===== src/rtl/mux_32to1_pkg.sv =====
// Shared constants for the 32:1 selector slice.
package mux_32to1_pkg;

  localparam int unsigned NUM_INPUTS = 32;
  localparam int unsigned SEL_W      = 5;

endpackage


===== src/rtl/mux_32to1_if.sv =====
// Select/data/valid bundle between a requester (master) and the selector (slave).
interface mux_32to1_if
  import mux_32to1_pkg::*;
#(
  parameter int unsigned WIDTH = 32
);

  logic [SEL_W-1:0]            S;
  logic [NUM_INPUTS*WIDTH-1:0] I;
  logic                        in_valid;
  logic [WIDTH-1:0]            P;
  logic                        out_valid;

  modport master (
    output S,
    output I,
    output in_valid,
    input  P,
    input  out_valid
  );

  modport slave (
    input  S,
    input  I,
    input  in_valid,
    output P,
    output out_valid
  );

endinterface


===== src/rtl/mux_32to1_mux_tree.sv =====
// Pure combinational 32:1 word select; every select value maps to a real input.
module mux_tree
  import mux_32to1_pkg::*;
#(
  parameter int unsigned WIDTH = 32
) (
  input  logic [SEL_W-1:0]            sel,
  input  logic [NUM_INPUTS*WIDTH-1:0] data,
  output logic [WIDTH-1:0]            word_c
);

  always_comb begin
    word_c = data[32'(sel) * WIDTH +: WIDTH];
  end

endmodule


===== src/rtl/mux_32to1.sv =====
// 32:1 word selector with an optional one-cycle output register.
module mux_32to1
  import mux_32to1_pkg::*;
#(
  parameter int unsigned WIDTH   = 32,
  parameter bit          REG_OUT = 1'b1
) (
  input logic         clk,
  input logic         rst_n,
  mux_32to1_if.slave  bus
);

  logic [WIDTH-1:0] sel_word_c;

  mux_tree #(
    .WIDTH (WIDTH)
  ) u_mux_tree (
    .sel    (bus.S),
    .data   (bus.I),
    .word_c (sel_word_c)
  );

  generate
    if (REG_OUT) begin : g_reg
      logic [WIDTH-1:0] p_q;
      logic             valid_q;

      // Data holds across idle cycles; valid tracks in_valid one cycle late.
      always_ff @(posedge clk or negedge rst_n) begin
        if (!rst_n) begin
          p_q     <= '0;
          valid_q <= 1'b0;
        end else begin
          valid_q <= bus.in_valid;
          if (bus.in_valid) begin
            p_q <= sel_word_c;
          end
        end
      end

      assign bus.P         = p_q;
      assign bus.out_valid = valid_q;
    end else begin : g_comb
      // Clock and reset have no role in the combinational build.
      logic unused_clk_rst;
      assign unused_clk_rst = clk ^ rst_n;

      assign bus.P         = sel_word_c;
      assign bus.out_valid = bus.in_valid;
    end
  endgenerate

endmodule


===== src/flat_wrapper.sv =====
// flat-port wrapper written by rule: the top's interface ports become plain ports
module mux_32to1_flat import mux_32to1_pkg::*;
#(
  parameter int unsigned WIDTH   = 32,
  parameter bit          REG_OUT = 1'b1
)
  (clk, rst_n, bus_S, bus_I, bus_in_valid, bus_P, bus_out_valid);
  mux_32to1_if #(.WIDTH(WIDTH)) bus_i ();
  input logic clk;
  input logic rst_n;
  input wire logic [$bits(bus_i.S)-1:0] bus_S;
  input wire logic [$bits(bus_i.I)-1:0] bus_I;
  input wire logic [$bits(bus_i.in_valid)-1:0] bus_in_valid;
  output wire logic [$bits(bus_i.P)-1:0] bus_P;
  output wire logic [$bits(bus_i.out_valid)-1:0] bus_out_valid;
  assign bus_i.S = bus_S;
  assign bus_i.I = bus_I;
  assign bus_i.in_valid = bus_in_valid;
  assign bus_P = bus_i.P;
  assign bus_out_valid = bus_i.out_valid;
  mux_32to1 #(.WIDTH(WIDTH), .REG_OUT(REG_OUT)) u_core (.clk(clk), .rst_n(rst_n), .bus(bus_i));
endmodule

===== config.mk =====
export PLATFORM = sky130hd
export DESIGN_NAME = mux_32to1_flat
export DESIGN_NICKNAME = d
export VERILOG_FILES = /design/src/rtl/mux_32to1_pkg.sv /design/src/rtl/mux_32to1_if.sv /design/src/rtl/mux_32to1_mux_tree.sv /design/src/rtl/mux_32to1.sv /design/src/flat_wrapper.sv
export SDC_FILE = /design/constraint.sdc
export NUM_CORES = 1
export LEC_CHECK = 0
export ABC_AREA = 1
export ABC_CLOCK_PERIOD_IN_PS = 800
export CAP_MARGIN = 20
export CORE_AREA = 4 4 413 415
export DETAILED_ROUTE_END_ITERATION = 16
export DIE_AREA = 0 0 417 419
export GPL_TIMING_DRIVEN = 1
export PLACE_DENSITY_LB_ADDON = 0.25
export SKIP_CTS_REPAIR_TIMING = 1
export SLEW_MARGIN = 20
export SYNTH_ARGS = -nofsm -noshare
export SYNTH_HDL_FRONTEND = slang
export SYNTH_SLANG_ARGS = --single-unit

===== constraint.sdc =====
create_clock -name clk -period 0.8 [get_ports clk]
set_input_delay 0.16 -clock clk [delete_from_list [all_inputs] [get_ports clk]]
set_output_delay 0.16 -clock clk [all_outputs]
set_load 0.05 [all_outputs]

# ---- After elaboration in Yosys (flattened, before gate mapping)
# Cells that the tools add are included.
dict set report totals {
  input_bits 1032
  regBits 33
  output_inout_bits 33
}
dict set report classes {
  shifts 1
}
# operator count
set ops {}
lappend ops {{$shiftx 1024x11->32} 1}

# ---- Depth between registers and ports, before layout
# Gate-level depths: netlist of run 1.
dict set report depth {
  ltp_word 1
  mapped_depth 12
}

# ---- Modules after synthesis
# A second synthesis of run 1 with hierarchy kept.
dict set report unflattened {
  cells_unflattened 2568
  area_unflattened_um2 12114.1
}
# mod area_per_inst_um2 n_inst cells_each
set modules_own_cells {}
lappend modules_own_cells {mux_tree 10796.6 1 2431}
lappend modules_own_cells {mux_32to1 1317.5 1 137}

# ---- Least setup slack after synthesis of run 1
# OpenSTA, ideal clock, no wires.
dict set report synth_timing {
  path_kind {input to register}
  from {in bus_S[1]}
  to {reg u_core.g_reg.p_q[20] (netlist: u_core.bus.P[20])}
  arrival_time_ps 1095
  path_stages 11
  path_buffers 3
  setup_slack_ps -413
  setup_time_ps 118
  cell_sequence {buf_2 > inv_2 > buf_2 > buf_2 > nand3_1 > nand3_1 > nand2_1 > nand2_1 > nand3_1 > nand3_1 > nand2_1}
}
dict set report synth_between {
  elab_chain_len 1
}
# element line_no
set synth_rtl {}
lappend synth_rtl {{from (decl)} flat_wrapper.sv:11} ;# input wire logic [$bits(bus_i.S)-1:0] bus_S;
lappend synth_rtl {{$shiftx 1024x11->32} mux_32to1_mux_tree.sv:13} ;# word_c = data[32'(sel) * WIDTH +: WIDTH];
lappend synth_rtl {{to (signal assigned)} mux_32to1.sv:36} ;# p_q <= sel_word_c;
lappend synth_rtl {{to (decl)} mux_32to1.sv:25} ;# logic [WIDTH-1:0] p_q;
# Every way passes these cells.
# A chain may end at the register's enable or synchronous reset.

# ---- Final worst setup path of run 1
dict set report layout_timing {
  from {in bus_S[0]}
  to {reg u_core.g_reg.p_q[6] (netlist: u_core.bus.P[6])}
}
# Same word-level chain as after synthesis.

==> results of run 1 <==
kinds of logic (layout without fill, tap and decap cells):
logic type	count (synthesis)	count (layout)	share of synthesized area
buffers and inverters	231	1440	0.1235
other	0	13	0
flip-flops	33	33	0.07100
AND/OR/NAND/NOR	2208	2208	0.8055
worst max-delay path: cells and delay by family:
kind	cells	cell delay [ns]
buffers and inverters	5	0.74
and+or+nand+nor	8	0.79
routing by layer:
metal / track usage / share of wire
met5: 0 / 0.000064
met4: 0.02181 / 0.015
met3: 0.01720 / 0.039
met2: 0.3050 / 0.54
met1: 0.1903 / 0.40
power by group through the flow:
stage / registers [mW] / logic (mW) / clock network, mW
after floorplan: 2.85 / 5.07 / 0
after global placement: 2.34 / 17.8 / 0
after detailed placement: 2.32 / 17.7 / 0
after CTS: 2.30 / 17.8 / 2.38
after global routing: 2.32 / 21.1 / 2.35
final: 2.29 / 19.7 / 2.19
stage by stage:
stage | instance area (sq um) | hold WS [ns]
finish | 30810 | 0.1728
global route | 30800 | 0.1731
CTS | 27240 | -0.2186
detailed placement | 27090 | 0.1541
global placement | 27090 | 0.1455
floorplan | 11990 | -0.1356
state kept, by name (all words and copies together) (netlist names):
| register | flops |
|---|---|
| u_core.bus.P | 32 |
| u_core.bus.out_valid | 1 |
area by class of cell:
cell class	count	area [sq um]	share of cell area
timing repair buffer	1423	15750	0.5112
multi-input combinational	2208	11160	0.3623
tap	2204	2758	0.08951
sequential	33	840.8	0.02729
clock buffer	5	125.1	0.004061
inverter	6	81.33	0.002640
timing repair inverter	3	42.54	0.001381
antenna	13	32.53	0.001056
clock inverter	3	17.52	0.0005686
synthesized netlist by cell type:
library cell  instances
buf_6                47
clkbuf_1             24
dfrtp_1              33
buf_2               131
inv_1                 3
buf_1                11
inv_2                 2
nand3_1             864
nand2_1            1344
inv_8                 1
buf_4                12
how the worst min path moves through the flow:
stage | cells after the start | startpoint | to
floorplan | 0 | rst_n | u_core.bus.P[0]
global placement | 2 | rst_n | u_core.bus.out_valid
detailed placement | 2 | rst_n | u_core.bus.out_valid
CTS | 2 | rst_n | u_core.bus.out_valid
global route | 2 | bus_in_valid | u_core.bus.out_valid
finish | 2 | bus_in_valid | u_core.bus.out_valid
cells in the final DEF, fill, tap and decap left out:
| cell | instances |
|---|---|
| nand3_1 | 686 |
| dlygate4sd3_1 | 1 |
| buf_2 | 3 |
| dfrtp_1 | 21 |
| inv_8 | 2 |
| clkbuf_16 | 40 |
| inv_16 | 1 |
| nand2_4 | 36 |
| nand2_1 | 1164 |
| clkinv_2 | 3 |
| inv_1 | 1 |
| buf_6 | 23 |
| nand3_2 | 142 |
| nand2_2 | 144 |
| buf_12 | 108 |
| clkinv_16 | 2 |
| nand3_4 | 36 |
| buf_16 | 21 |
| clkinvlp_4 | 1 |
| buf_4 | 203 |
| dfrtp_2 | 12 |
| buf_8 | 5 |
| inv_6 | 1 |
| clkdlybuf4s50_1 | 1024 |
| diode_2 | 13 |
| inv_2 | 1 |
==> results.sh, run 1 <==
export IMPL_wl_mm=157.0
export IMPL_ir_worst_vdd_mv=0.8409
export IMPL_setup_slack_ns=-0.7576
export IMPL_area_growth_pct=164.9
export IMPL_final_setup_tns_ns=-31.99
export IMPL_min_path_type="in -> reg"
export IMPL_yosysWarnings=0
export IMPL_dr_first_iter_drc_count=1456
export IMPL_worstSkewPairLatency_ns=0.29
export IMPL_rr_startpoint="u_core.bus.P[27]"
export IMPL_maxCapViolCount=0
export IMPL_violations="setup timing"
export IMPL_endpoint="u_core.bus.P[6]"
export IMPL_htree_num_levels=2
export IMPL_syn_nets=3504
export IMPL_finClkSkew_ns=0
export IMPL_switchingPower_mw=11.16
export IMPL_die_y_microns=419
export IMPL_initial_utilization=0.06979
export IMPL_antenna_found_initial=22
export IMPL_critical_path_peak_fanout=9
export IMPL_final_hold_viol_count=0
export IMPL_fillers=19180
export IMPL_grt_max_degree=52
export IMPL_grt_overflow=0
export IMPL_drive_gt1_frac=0.2130
export IMPL_synth_seq_area_share=0.07100
export IMPL_synth_largest_area_cell="nand2_1"
export IMPL_cts_root_buf="clkbuf_16"
export IMPL_core_area_sq_mm=0.1667
export IMPL_ioPinCount=1065
export IMPL_worstPathCellList="buf_16 -> buf_16 -> buf_16 -> buf_6 -> buf_4 -> nand2_1 -> nand3_1 -> nand3_2 -> nand2_1 -> nand2_2 -> nand3_4 -> nand3_1 -> nand2_1"
export IMPL_nNetsFinal=4712
export IMPL_p_clk_frac=0.091
export IMPL_gp_congestion=0.9321
export IMPL_synth_avg_cell_area_sq_um=4.705
export IMPL_drc=0
export IMPL_synthesis_area_sq_mm=0.01163
export IMPL_rsz0062_at_grt="true"
export IMPL_power_total_mw=24.13
export IMPL_setup_reg_to_reg_worst_slack_ns=0
export IMPL_r2r_cells=3
export IMPL_instances_no_fill=5898
export IMPL_vias=21830
export IMPL_path_clk_slew_ns=0.09
export IMPL_pre_cts_slack_ns=-1.613
export IMPL_drv_slew=0
export IMPL_crit_path_end_kind="register"
export IMPL_utilization=0.1849
export IMPL_drt_wirelength_per_cell_microns=26.62
export IMPL_grt_pass1_wl_mm=190.6
export IMPL_port_buffers=1064
export IMPL_power_frac_comb=0.814
export IMPL_relSlewSlack=0.4807
export IMPL_yosys_area_top_type_share=0.4337
export IMPL_cp_slowest_cell="buf_16"
export IMPL_cpPeakStageDelay_ns=0.16
export IMPL_cts_tree="built"
export IMPL_yosysUniqueCellTypes=11
export IMPL_min_period_ns=1.558
export IMPL_critical_path_class="in -> reg"
export IMPL_internal_power_mw=12.98
export IMPL_reg2reg_to="u_core.bus.P[27]"
export IMPL_cts_buffers=5
export IMPL_powerDensity_mw_per_mm2=783.3
export IMPL_grtUsageTotal=0.1580
export IMPL_startpoint="bus_S[0]"
export IMPL_detail_route_antenna_nets=0
export IMPL_leakagePower_nw=13.01
export IMPL_p_sw_frac=0.4623
export IMPL_arrival_ns=1.78
export IMPL_post_place_cells=5790
export IMPL_ys_ff_latch=33
export IMPL_worst_pin_slew_ns=0.7790
export IMPL_die_area_sq_mm=0.1747
export IMPL_max_freq_mhz=642.0
export IMPL_pwr_share_seq=0.095
export IMPL_synth_area_leaders="nand2_1 (43%), nand3_1 (37%), dfrtp_1 (7.1%)"
export IMPL_cp_data_required_time_ns=1.02
export IMPL_grt_pass1_vias=21850
export IMPL_row_count=150
export IMPL_viasPerCell=3.701
export IMPL_finalCritPeriodShare=1.947
export IMPL_syn_instance_count=2472
export IMPL_outcome="finished with violations"
export IMPL_die_w_microns=417
export IMPL_cp_start_kind="primary input"
export IMPL_cts_buffer_depth=2
export IMPL_dp_hpwl_mm=128.9
export IMPL_cts_sinks=33
export IMPL_setup_violations_final=65
export IMPL_first_pass_iters=5
Note: power is estimated with default switching activity, not from simulation.
==> run 2, diff against run 1 <==
CORE_AREA = 2 2 411 413   (was 4 4 413 415)
CTS_BUF_LIST = sky130_fd_sc_hd__clkbuf_8   (was default)
DIE_AREA = 0 0 413 415   (was 0 0 417 419)
MAX_ROUTING_LAYER = met4   (was default)
==> run 2 against run 1 <==
  * The flow still finishes with violations (setup timing)
  * Global-route usage up 1.9 points
  * Combinational power is 5% lower
  * Fmax decreased by 3.9%
  * Critical endpoint is now u_core.bus.P[19]
  * Via count is 1.1% lower
==> results.sh, run 2 (synthesized netlist as in run 1, its figures left out) <==
export IMPL_gp_congestion=0.9316
export IMPL_area_growth_pct=152.3
export IMPL_first_pass_iters=5
export IMPL_antenna_found_initial=45
export IMPL_worstSkewPairLatency_ns=0.36
export IMPL_p_clk_frac=0.077
export IMPL_outcome="finished with violations"
export IMPL_htree_num_levels=2
export IMPL_detail_route_antenna_nets=0
export IMPL_die_w_microns=413
export IMPL_cts_buffers=5
export IMPL_grtUsageTotal=0.1765
export IMPL_maxCapViolCount=0
export IMPL_pwr_share_seq=0.100
export IMPL_finClkSkew_ns=0
export IMPL_grt_pass1_vias=22450
export IMPL_worst_pin_slew_ns=0.3500
export IMPL_cts_tree="built"
export IMPL_p_sw_frac=0.4740
export IMPL_endpoint="u_core.bus.P[19]"
export IMPL_core_area_sq_mm=0.1667
export IMPL_grt_pass1_wl_mm=198.9
export IMPL_grt_max_degree=49
export IMPL_drv_slew=0
export IMPL_vias=21580
export IMPL_arrival_ns=1.89
export IMPL_reg2reg_to="u_core.bus.P[2]"
export IMPL_port_buffers=1064
export IMPL_internal_power_mw=12.01
export IMPL_cts_buffer_depth=2
export IMPL_multi_input_area_sq_mm=0.01053
export IMPL_initial_utilization=0.06979
export IMPL_final_hold_viol_count=0
export IMPL_setup_reg_to_reg_worst_slack_ns=0.05
export IMPL_utilization=0.1761
export IMPL_cts_root_buf="clkbuf_8"
export IMPL_violations="setup timing"
export IMPL_r2r_cells=2
export IMPL_viasPerCell=3.671
export IMPL_dpl_cell_area_sq_mm=0.02706
export IMPL_setup_slack_ns=-0.8208
export IMPL_final_cell_area_sq_mm=0.02934
export IMPL_critical_path_peak_fanout=25
export IMPL_ir_worst_vdd_mv=0.4350
export IMPL_row_count=150
export IMPL_max_freq_mhz=617.0
export IMPL_dp_hpwl_mm=135.3
export IMPL_worst_hold_slack_ns=0.1626
export IMPL_mostFrequentLayoutCells="nand2_1 (1,217), clkdlybuf4s50_1 (1,023), nand3_1 (749)"
export IMPL_powerDensity_mw_per_mm2=778.6
export IMPL_pre_cts_slack_ns=-1.767
export IMPL_rr_startpoint="u_core.bus.P[2]"
export IMPL_grt_overflow=0
export IMPL_switchingPower_mw=10.83
export IMPL_die_y_microns=415
export IMPL_crit_path_end_kind="register"
export IMPL_cts_sinks=33
export IMPL_min_path_type="in -> reg"
export IMPL_rsz0062_at_grt="true"
export IMPL_critical_path_class="in -> reg"
export IMPL_finalCritPeriodShare=2.026
export IMPL_dr_first_iter_drc_count=1344
export IMPL_drive_gt1_frac=0.1760
export IMPL_final_common_cell="nand2_1"
export IMPL_cp_start_kind="primary input"
export IMPL_drt_wirelength_per_cell_microns=27.13
export IMPL_setup_violations_final=65
export IMPL_startpoint="bus_S[0]"
export IMPL_power_frac_comb=0.823
export IMPL_ioPinCount=1065
export IMPL_area_sequential_sq_um=844.6
export IMPL_largest_register_ffs=32
export IMPL_wl_mm=159.5
export IMPL_path_clk_slew_ns=0.11
export IMPL_cp_data_required_time_ns=1.07
export IMPL_min_period_ns=1.621
export IMPL_relSlewSlack=0.7663
export IMPL_die_area_sq_mm=0.1714
export IMPL_leakagePower_nw=12.37
export IMPL_drc=0
export IMPL_nNetsFinal=4686
export IMPL_fillers=19320
export IMPL_final_setup_tns_ns=-34.38
run 2: cell count changes in the layout (fill, tap and decap cells not counted), sizes merged:
cell	change
clkbuf	-17
clkdlybuf4s50	-1
clkinvlp	-1
clkinv	-2
diode	+7
dlymetal6s2s	+1
buf	-7
run 2: how the worst min path moves through the flow:
| stage | endpoint | start | slack (ns) | cells after the start |
|---|---|---|---|---|
| after floorplan | u_core.bus.P[0] | rst_n | -0.14 | 0 |
| after global placement | u_core.bus.P[1] | rst_n | 0.18 | 2 |
| after detailed placement | u_core.bus.out_valid | rst_n | 0.17 | 2 |
| after CTS | u_core.bus.out_valid | rst_n | -0.27 | 2 |
| after global routing | u_core.bus.out_valid | bus_in_valid | 0.15 | 2 |
| final | u_core.bus.out_valid | bus_in_valid | 0.16 | 2 |
run 2: per-stage QoR:
step	cells	power (mW)
floorplan	2472	7.915
global placement	5810	20.35
detailed placement	5810	20.16
CTS	5817	22.22
global route	5874	24.54
finish	5878	22.84
run 2: per-layer routing:
layer / GRT usage / vias up / wire (microns)
li1: - / 10480 / -
met1: 0.2077 / 10240 / 66150
met2: 0.3284 / 772 / 84670
met3: 0.01736 / 86 / 6307
met4: 0.02120 / 0 / 2350
met5: - / - / 0
run 2: worst max-delay path, stage by stage:
cell and delay, ns:
buf_16 0.18, clkinv_16 0.14, buf_8 0.19, buf_12 0.15, buf_4 0.17, nand2_1 0.05, nand3_1 0.06, nand3_1 0.10
nand2_2 0.09, buf_4 0.14, nand2_1 0.09, nand3_4 0.12, nand3_1 0.10, nand2_1 0.05
run 2: final cells by class:
type / count / area share
antenna: 20 / 0.001706
clock buffer: 6 / 0.002815
clock inverter: 1 / 0.0001279
inverter: 6 / 0.002772
multi-input combinational: 2208 / 0.3590
sequential: 33 / 0.02878
tap: 2204 / 0.09399
timing repair buffer: 1398 / 0.5097
timing repair inverter: 2 / 0.001066
run 2: power groups by stage:
stage / registers (mW) / clock network [mW] / logic [mW]
after floorplan: 2.85 / 0 / 5.07
after global placement: 2.33 / 0 / 18.0
after detailed placement: 2.31 / 0 / 17.8
after CTS: 2.29 / 2.00 / 17.9
after global routing: 2.33 / 1.96 / 20.3
final: 2.29 / 1.76 / 18.8
